$ cat src/rtl/max7219_pkg.sv
// Shared definitions for the MAX7219 receiver, display model and sequencer:
// register addresses, frame width and the receiver state encoding.
package max7219_pkg;

  localparam int FRAME_W = 16;

  localparam logic [3:0] REG_NOP          = 4'h0;
  localparam logic [3:0] REG_DIGIT0       = 4'h1;
  localparam logic [3:0] REG_DIGIT1       = 4'h2;
  localparam logic [3:0] REG_DIGIT2       = 4'h3;
  localparam logic [3:0] REG_DIGIT3       = 4'h4;
  localparam logic [3:0] REG_DIGIT4       = 4'h5;
  localparam logic [3:0] REG_DIGIT5       = 4'h6;
  localparam logic [3:0] REG_DIGIT6       = 4'h7;
  localparam logic [3:0] REG_DIGIT7       = 4'h8;
  localparam logic [3:0] REG_DECODE_MODE  = 4'h9;
  localparam logic [3:0] REG_INTENSITY    = 4'hA;
  localparam logic [3:0] REG_SCAN_LIMIT   = 4'hB;
  localparam logic [3:0] REG_SHUTDOWN     = 4'hC;
  localparam logic [3:0] REG_DISPLAY_TEST = 4'hF;

  typedef enum logic {
    RX_IDLE  = 1'b0,
    RX_SHIFT = 1'b1
  } rx_state_t;

endpackage

$ cat src/rtl/max7219_receiver_if.sv
// Serial link between a MAX7219 transmitter (master) and a receiver (slave).
// No handshake: the receiver samples din on spi_clk rising edges while cs is
// low; a frame closes on the rising edge of cs. dout is the daisy-chain output.
interface max7219_receiver_if;
  logic spi_clk;
  logic din;
  logic cs;
  logic dout;

  modport master (output spi_clk, output din, output cs, input dout);
  modport slave  (input spi_clk, input din, input cs, output dout);
endinterface

$ cat src/rtl/max7219_rx_sync.sv
// Multi-flop synchroniser for one asynchronous input followed by a history
// flop that yields single-cycle rise/fall strobes in the clk domain.
module max7219_rx_sync #(
  parameter int STAGES = 2
) (
  input  logic clk,
  input  logic reset,
  input  logic async_in,
  output logic rise,
  output logic fall
);

  logic [STAGES-1:0] sync_q;
  logic              hist_q;

  always_ff @(posedge clk) begin
    if (reset) begin
      sync_q <= '0;
      hist_q <= 1'b0;
    end else begin
      sync_q <= {sync_q[STAGES-2:0], async_in};
      hist_q <= sync_q[STAGES-1];
    end
  end

  assign rise = sync_q[STAGES-1] & ~hist_q;
  assign fall = ~sync_q[STAGES-1] & hist_q;

endmodule

$ cat src/rtl/max7219_receiver.sv
// Emulated MAX7219: shifts in 16-bit frames from an asynchronous serial link,
// updates the register file on cs rising and forwards the frame on dout.
module max7219_receiver
  import max7219_pkg::*;
#(
  parameter int SYNC_STAGES = 2
) (
  input  logic                     clk,
  input  logic                     reset,
  max7219_receiver_if.slave        spi,
  output logic [63:0]              digits,
  output logic [7:0]               decode_mode,
  output logic [3:0]               intensity,
  output logic [2:0]               scan_limit,
  output logic                     normal_op,
  output logic                     display_test,
  output logic                     wr_valid,
  output logic [3:0]               wr_addr,
  output logic [7:0]               wr_data,
  output logic                     frame_err,
  output rx_state_t                dbg_state
);

  logic sck_rise, sck_fall, cs_rise, cs_fall;
  logic [SYNC_STAGES-1:0] din_q;
  logic din_sync;

  max7219_rx_sync #(.STAGES(SYNC_STAGES)) u_sck_sync (
    .clk(clk), .reset(reset), .async_in(spi.spi_clk), .rise(sck_rise), .fall(sck_fall)
  );

  max7219_rx_sync #(.STAGES(SYNC_STAGES)) u_cs_sync (
    .clk(clk), .reset(reset), .async_in(spi.cs), .rise(cs_rise), .fall(cs_fall)
  );

  // din needs only its level, kept at the same latency as the strobes' source stage.
  always_ff @(posedge clk) begin
    if (reset) din_q <= '0;
    else       din_q <= {din_q[SYNC_STAGES-2:0], spi.din};
  end
  assign din_sync = din_q[SYNC_STAGES-1];

  rx_state_t          state_q;
  logic [FRAME_W-1:0] shift_q, shift_nxt;
  logic [4:0]         bit_cnt_q, cnt_nxt;
  logic [2:0]         digit_idx;

  // A rising spi_clk coinciding with cs_rise still lands in the frame, so the
  // close logic looks at the post-shift values.
  always_comb begin
    shift_nxt = shift_q;
    cnt_nxt   = bit_cnt_q;
    if (state_q == RX_SHIFT && sck_rise) begin
      shift_nxt = {shift_q[FRAME_W-2:0], din_sync};
      if (bit_cnt_q != 5'd31) cnt_nxt = bit_cnt_q + 5'd1;
    end
  end

  assign digit_idx = 3'(shift_nxt[11:8] - 4'd1);
  assign dbg_state = state_q;

  always_ff @(posedge clk) begin
    if (reset) begin
      state_q      <= RX_IDLE;
      shift_q      <= '0;
      bit_cnt_q    <= '0;
      spi.dout     <= 1'b0;
      digits       <= '0;
      decode_mode  <= '0;
      intensity    <= '0;
      scan_limit   <= '0;
      normal_op    <= 1'b0;
      display_test <= 1'b0;
      wr_valid     <= 1'b0;
      wr_addr      <= '0;
      wr_data      <= '0;
      frame_err    <= 1'b0;
    end else begin
      wr_valid  <= 1'b0;
      frame_err <= 1'b0;
      case (state_q)
        RX_IDLE: begin
          if (cs_fall) begin
            state_q   <= RX_SHIFT;
            bit_cnt_q <= '0;
          end
        end
        RX_SHIFT: begin
          shift_q   <= shift_nxt;
          bit_cnt_q <= cnt_nxt;
          if (sck_fall) spi.dout <= shift_q[FRAME_W-1];
          if (cs_rise) begin
            state_q <= RX_IDLE;
            if (cnt_nxt >= 5'(FRAME_W)) begin
              wr_valid <= 1'b1;
              wr_addr  <= shift_nxt[11:8];
              wr_data  <= shift_nxt[7:0];
              case (shift_nxt[11:8])
                REG_DIGIT0, REG_DIGIT1, REG_DIGIT2, REG_DIGIT3,
                REG_DIGIT4, REG_DIGIT5, REG_DIGIT6, REG_DIGIT7:
                  digits[{digit_idx, 3'b000} +: 8] <= shift_nxt[7:0];
                REG_DECODE_MODE:  decode_mode  <= shift_nxt[7:0];
                REG_INTENSITY:    intensity    <= shift_nxt[3:0];
                REG_SCAN_LIMIT:   scan_limit   <= shift_nxt[2:0];
                REG_SHUTDOWN:     normal_op    <= shift_nxt[0];
                REG_DISPLAY_TEST: display_test <= shift_nxt[0];
                default: ;
              endcase
            end else begin
              frame_err <= 1'b1;
            end
          end
        end
        default: state_q <= RX_IDLE;
      endcase
    end
  end

endmodule
$ cat src/flat_wrapper.sv
// flat-port wrapper written by rule: the top's interface ports become plain ports
module max7219_receiver_flat import max7219_pkg::*;
#(
  parameter int SYNC_STAGES = 2
)
  (clk, reset, digits, decode_mode, intensity, scan_limit, normal_op, display_test, wr_valid, wr_addr, wr_data, frame_err, dbg_state, spi_spi_clk, spi_din, spi_cs, spi_dout);
  max7219_receiver_if spi_i ();
  input  logic clk;
  input  logic reset;
  output logic [63:0] digits;
  output logic [7:0] decode_mode;
  output logic [3:0] intensity;
  output logic [2:0] scan_limit;
  output logic normal_op;
  output logic display_test;
  output logic wr_valid;
  output logic [3:0] wr_addr;
  output logic [7:0] wr_data;
  output logic frame_err;
  output rx_state_t dbg_state;
  input wire logic [$bits(spi_i.spi_clk)-1:0] spi_spi_clk;
  input wire logic [$bits(spi_i.din)-1:0] spi_din;
  input wire logic [$bits(spi_i.cs)-1:0] spi_cs;
  output wire logic [$bits(spi_i.dout)-1:0] spi_dout;
  assign spi_i.spi_clk = spi_spi_clk;
  assign spi_i.din = spi_din;
  assign spi_i.cs = spi_cs;
  assign spi_dout = spi_i.dout;
  max7219_receiver #(.SYNC_STAGES(SYNC_STAGES)) u_core (.clk(clk), .reset(reset), .spi(spi_i), .digits(digits), .decode_mode(decode_mode), .intensity(intensity), .scan_limit(scan_limit), .normal_op(normal_op), .display_test(display_test), .wr_valid(wr_valid), .wr_addr(wr_addr), .wr_data(wr_data), .frame_err(frame_err), .dbg_state(dbg_state));
endmodule
$ cat config.mk
export PLATFORM = sky130hd
export DESIGN_NAME = max7219_receiver_flat
export DESIGN_NICKNAME = d
export VERILOG_FILES = /design/src/rtl/max7219_pkg.sv /design/src/rtl/max7219_receiver_if.sv /design/src/rtl/max7219_rx_sync.sv /design/src/rtl/max7219_receiver.sv /design/src/flat_wrapper.sv
export SDC_FILE = /design/constraint.sdc
export NUM_CORES = 1
export LEC_CHECK = 0
export ABC_CLOCK_PERIOD_IN_PS = 4400
export CORE_MARGIN = 4
export CORE_UTILIZATION = 45
export CTS_BUF_LIST = sky130_fd_sc_hd__clkbuf_16
export CTS_CLUSTER_SIZE = 12
export DETAILED_ROUTE_END_ITERATION = 10
export GPL_TIMING_DRIVEN = 0
export PLACE_DENSITY = 0.7
export SETUP_SLACK_MARGIN = 0.4
export SLEW_MARGIN = 20
export SYNTH_ARGS = -nofsm -noshare
export SYNTH_HDL_FRONTEND = slang
export SYNTH_HIERARCHICAL = 1
export SYNTH_SLANG_ARGS = --single-unit
$ cat constraint.sdc
create_clock -name clk -period 4.4 [get_ports clk]
set_input_delay 0.88 -clock clk [delete_from_list [all_inputs] [get_ports clk]]
set_output_delay 0.88 -clock clk [all_outputs]
set_load 0.01 [all_outputs]
=== After elaboration in Yosys (flattened, before gate mapping) ===
Cells that the tools add are included.

* Register bits after elaboration: 126
* Input port bits: 5
* Output and inout port bits: 97
* Word-level logic and storage cells: 74

* Add/sub/neg operators: 3
* Magnitude comparators: 1
* Equal/unequal tests: 15
* Shifts and indexed selects: 2
* Multiplexer cells: 11
* Bitwise gates (word level): 10
* Reductions and logical operators: 12

{| class="wikitable"
|+ Operator list
! kind !! count
|-
| $bwmux W64 || 1
|-
| $shift A8 B8 Y64 const A || 1
|-
| $shiftx A8 B8 Y64 || 1
|-
| $eq A4 B4 Y1 const B || 6
|-
| $reduce_and A4 Y1 || 6
|-
| $eq A4 B3 Y1 const B || 4
|-
| $mux W5 || 3
|-
| $mux W12 || 1
|-
| $pmux W5 S2 || 1
|-
| $eq A4 B2 Y1 const B || 2
|-
| $neg A6 Y8 || 1
|-
| $reduce_or A8 Y1 || 1
|-
| $not A1 Y1 || 6
|-
| $add A5 B1 Y5 const B || 1
|-
| $ge A5 B5 Y1 const B || 1
|-
| $ne A5 B5 Y1 const B || 1
|-
| $and A1 B1 Y1 || 4
|-
| $eq A4 B1 Y1 const B || 1
|-
| $mux W1 || 4
|-
| $reduce_and A2 Y1 || 2
|-
| $reduce_and A3 Y1 || 1
|-
| $reduce_or A3 Y1 || 1
|-
| $sub A3 B1 Y3 const B || 1
|-
| $ne A2 B1 Y1 const B || 1
|-
| other kinds (2) || 2
|}

=== Logic depth before layout (Yosys ltp) ===
* Depth in word-level cells: 8
* Gate-level depth with buffers: 16
* Mapped depth without buffers: 12

=== Hierarchy ===
Netlist, hierarchy kept.

{| class="wikitable"
|+ By module, submodules not included
! module !! times used !! cells an instance !! area each (um^2) !! sequential area each (um^2)
|-
| max7219_receiver || 1 || 519 || 4948.5 || 2402.3
|-
| max7219_rx_sync || 2 || 8 || 91.3 || 60.1
|}

=== Worst setup path after synthesis ===
No wires, ideal clock.

* Path type: reg2reg
* From: reg u_core.u_sck_sync.sync_q[1]
* To: reg u_core.digits[16]
* Setup time: 121 ps
* Arrival time: 3853 ps
* Data required time: 4279 ps
* Setup slack: 426 ps
* Cell stages (with the launch flop): 15
* Path buffers: 3
* Clock period less this slack: 3974 ps
* Path through: dfxtp_1 > nor2b_1 > nand2_1 > buf_4 > buf_1 > a21oi_1 > ha_1 > inv_1 > and3_1 > or2_2 > ha_1 > clkbuf_1 > inv_1 > nor4_4 > mux2_2

* Cells in the longest elaborated chain, start to end: 7
* Elaborated cells between the ends (all ways): 20
* Classes of those cells: 2 x add/sub; 1 x order compare; 8 x eq/ne; 2 x shift; 3 x mux; 1 x bitwise; 3 x reduce/logical

{| class="wikitable"
|+ Ends and longest elaborated chain
! what !! line !! text
|-
| start, declared || max7219_rx_sync.sv:13 || <nowiki>logic [STAGES-1:0] sync_q;</nowiki>
|-
| start signal, assigned || max7219_rx_sync.sv:21 || <nowiki>sync_q <= {sync_q[STAGES-2:0], async_in};</nowiki>
|-
| $and A1 B1 Y1 (*) || max7219_rx_sync.sv:26 || <nowiki>assign rise = sync_q[STAGES-1] & ~hist_q;</nowiki>
|-
| via u_core.sck_rise || max7219_receiver.sv:24 || <nowiki>logic sck_rise, sck_fall, cs_rise, cs_fall;</nowiki>
|-
| $logic_and A1 B1 Y1 (*) || max7219_receiver.sv:53 || <nowiki>if (state_q == RX_SHIFT && sck_rise) begin</nowiki>
|-
| $mux W12 || max7219_receiver.sv:53 ||
|-
| $sub A3 B1 Y3 || max7219_receiver.sv:59 || <nowiki>assign digit_idx = 3'(shift_nxt[11:8] - 4'd1);</nowiki>
|-
| $neg A6 Y8 || max7219_receiver.sv:101 || <nowiki>digits[{digit_idx, 3'b000} +: 8] <= shift_nxt[7:0];</nowiki>
|-
| $shiftx A8 B8 Y64 or $shift A8 B8 Y64 (tied branches) || max7219_receiver.sv:101 ||
|-
| $bwmux W64 || max7219_receiver.sv:101 ||
|-
| end signal, assigned by index || max7219_receiver.sv:101 ||
|-
| end, declared || max7219_receiver.sv:11 || <nowiki>output logic [63:0] digits,</nowiki>
|}

The timed path passes the listed nets; every way through them passes the cells marked *.
A chain may end at the register's enable or synchronous reset.

=== Final worst setup path ===
* From: reg u_core.u_sck_sync.sync_q[1]
* To: reg u_core.digits[7]

Same word-level chain as after synthesis.

==> run_results.csv <==
group,metric,value,unit
sta,timing.fmax,0.260,GHz
sta,rsz0062_at_grt,"true",
synthesis,ys_seq_elements,126,
final_layout,drive_gt1_frac,0.132,
sta,fin_skew,11.7,ps
pwr,vdd_drop_max,0.201,mV
synthesis,synth.most_common_cell,"dfxtp_1",
final_layout,num_antenna_cells,0,
final_layout,nets,676,
synthesis,synth.area.top_cells,"dfxtp_1, mux2i_1, nand2_1",
clock_network,clkLatencyLatePin,410,ps
pwr,p_int,1950,µW
clock_network,clk_pin_slew,60,ps
clock_network,cts_buffers,17,
route,postRouteAntennaNets,0,
pwr,power_frac_clock,0.534,
clock_network,cts_tree,"done",
synthesis,synthFlopType,"dfxtp_1",
synthesis,synthArstFlopShare,0,
floorplanning,ios,102,
sta,hold_ws,452,ps
synthesis,synth_top_area_share,0.492,
synthesis,syn_avg_cell_area,9.59,µm²
pwr,leakagePower,0.00261,µW
critical_path,cp-end-kind,"register",
place,dpl_cell_area,6320,µm²
place,port_buffers,101,
place,pre_cts_slack,-592,ps
sta,post-route-period-util,0.875,
route,wirelength,13.7,mm
synthesis,ys_warn_count,6,
route,drt-initial-drc-count,208,
sta,slew_viol_final,0,
floorplanning,start_util,0.467,
clock_network,clock-root-buffer,"clkbuf_16",
place,gp_congestion,0.855,
floorplanning,dieArea,13200,µm²
synthesis,synth_area,5130,µm²
critical_path,start_kind,"register",
status,status,"finished, final reports clean",
pwr,netSwitchingFraction,0.233,
synthesis,syn_nets,548,
grt,grt_max_degree,17,
final_layout,design_area,7030,µm²
route,num_vias,4284,
grt,grt_pass1_vias,4375,
place,dp_hpwl,9.72,mm
grt,grt_pass1_wl,22.0,mm
synthesis,yosysTopAreaCell,"dfxtp_1",
min_path,hold_class,"register to register",
sta,tightest_slew,997,ps
route,viasPerCell,5.25,
sta,worst_slack,550,ps
pwr,power_switching,592,µW
synthesis,yosysUniqueCellTypes,47,
floorplanning,die_h,115,µm
route,post_drt_wl_per_cell,16.7,µm
floorplanning,coreArea,11000,µm²
grt,antenna_found_initial,0,
synthesis,synth_common_cells,"dfxtp_1, nand2_1, nor2_1, mux2i_1, inv_1",
sta,finalCriticalPeriod,3850,ps
pwr,pwr_density_cell,362,nW/µm²
sta,relSlewSlack,0.316,
critical_path,crit_arrival,4180,ps
grt,track_usage,0.210,
synthesis,ys_seq_area_frac,0.492,
critical_path,criticalPathCategory,"register to register",
route,dr.pass1.iters,5,
final_layout,fin_util,0.640,
final_layout,area_delta_synth_final,37.1,%
clock_network,cts_buffer_depth,2,
run,max_cap_viol_count,0,
critical_path,worst-path-max-fanout,10,
sta,setup_viol,0,
clock_network,h-tree-depth,4,
pwr,pwr-share-seq,0.450,
critical_path,critPathRequiredTime,4730,ps
pwr,pwr-share-comb,0.016,
floorplanning,row_count,38,
synthesis,synth_edf_count,0,
grt,grt_overflow,0,
sta,finalHoldViolations,0,
floorplanning,die_w,115,µm
route,post-route-drc-count,0,
synthesis,synthCells,535,
clock_network,cts.sinks,126,
==> what timing repair did <==
| action | CTS | global route |
|---|---|---|
| setup buffers | 2 | 6 |
| pin swaps | 2 | 3 |
| setup endpoints to repair | 64 | 56 |
| hold buffers | 0 | 0 |
| resized for setup | 8 | 6 |
==> routing by layer <==
layer / routed length (µm) / vias to the layer above / global-route usage / share of wire
li1: - / 2109 / - / -
met1: 6140 / 2001 / 0.280 / 0.45
met2: 6370 / 156 / 0.336 / 0.47
met3: 880 / 18 / 0.0500 / 0.064
met4: 267 / 0 / 0.0728 / 0.020
met5: 0 / - / 0 / 0
==> state kept, by name, summed over array words and instances, names as in the netlist, 2 cells and up <==
signal	count
u_core/u_cs_sync/sync_q	2
u_core/shift_q	16
u_core/scan_limit	3
u_core/din_q	2
u_core/wr_addr	4
u_core/wr_data	8
u_core/digits	64
u_core/u_sck_sync/sync_q	2
u_core/intensity	4
u_core/decode_mode	8
u_core/bit_cnt_q	5
==> cells in the final DEF (no fill, tap or decap), drive strengths merged, types with 9 or more instances in the layout <==
cell type / n
nor2: 50
nor2b: 30
dfxtp: 126
a211oi: 20
mux2: 19
nand2b: 9
buf: 19
clkdlybuf4s50: 101
nand2: 55
a21oi: 16
nand3: 13
inv: 43
o32ai: 16
mux2i: 48
clkbuf: 36
==> final cells by class <==
class | count | area [µm²]
fillers | 927 | 3950
multi-input cells | 343 | 2380
clock buffers | 17 | 425
plain buffers | 30 | 136
flip-flops and latches | 126 | 2520
inverters | 36 | 135
repair buffers | 109 | 1110
well taps | 140 | 175
clock inverters | 15 | 155
==> path summary, 6_finish.rpt <==
check	to	from	depth (start not counted)	slack, ps
setup / recovery	u_core/digits[7]	u_core/u_sck_sync/sync_q[1]	15	550
hold / removal	u_core/u_sck_sync/sync_q[1]	u_core/u_sck_sync/sync_q[0]	1	450
setup reg to reg	u_core/digits[7]	u_core/u_sck_sync/sync_q[1]	15	550
hold reg to reg	u_core/u_sck_sync/sync_q[1]	u_core/u_sck_sync/sync_q[0]	1	450
==> stage by stage <==
step / std cells / power, µW / setup TNS, ps
detailed placement: 776 / 1210 / -17200
finish: 816 / 2550 / 0
global placement: 776 / 1210 / -17450
global route: 816 / 2620 / 0
CTS: 810 / 2560 / 0
floorplan: 535 / 1190 / 0
==> worst max-delay path, cell delays in order, from the launching register on <==
cell      delay (ps)
dfxtp_1          350
nor2b_4          230
buf_2            240
a21boi_0         190
nor2_2           300
ha_2             310
inv_1             70
and3_1           160
or2_2            290
ha_1             290
clkbuf_2         180
inv_1            250
nand3_1          120
nor4b_1          290
clkbuf_4         300
mux2i_1          210
==> power by group through the flow <==
| stage | Clock (µW) | Combinational [µW] | Sequential [µW] |
|---|---|---|---|
| CTS | 1370 | 40.1 | 1150 |
| detailed placement | 0 | 39.7 | 1170 |
| global route | 1430 | 44.1 | 1150 |
| finish | 1360 | 40.1 | 1150 |
| global placement | 0 | 39.5 | 1170 |
| floorplan | 0 | 23.3 | 1170 |
==> cells by family (layout without fill, tap and decap cells) <==
family	Yosys count	after routing	synth area share
flip-flops	126	126	0.492
buffers and inverters	66	207	0.0512
adder cells (fa/ha/maj)	8	8	0.0195
AND/OR/NAND/NOR	186	186	0.186
multiplexers	67	67	0.135
AO/OA/AOI/OAI	82	82	0.116
Power figures use the tool's default switching activity.
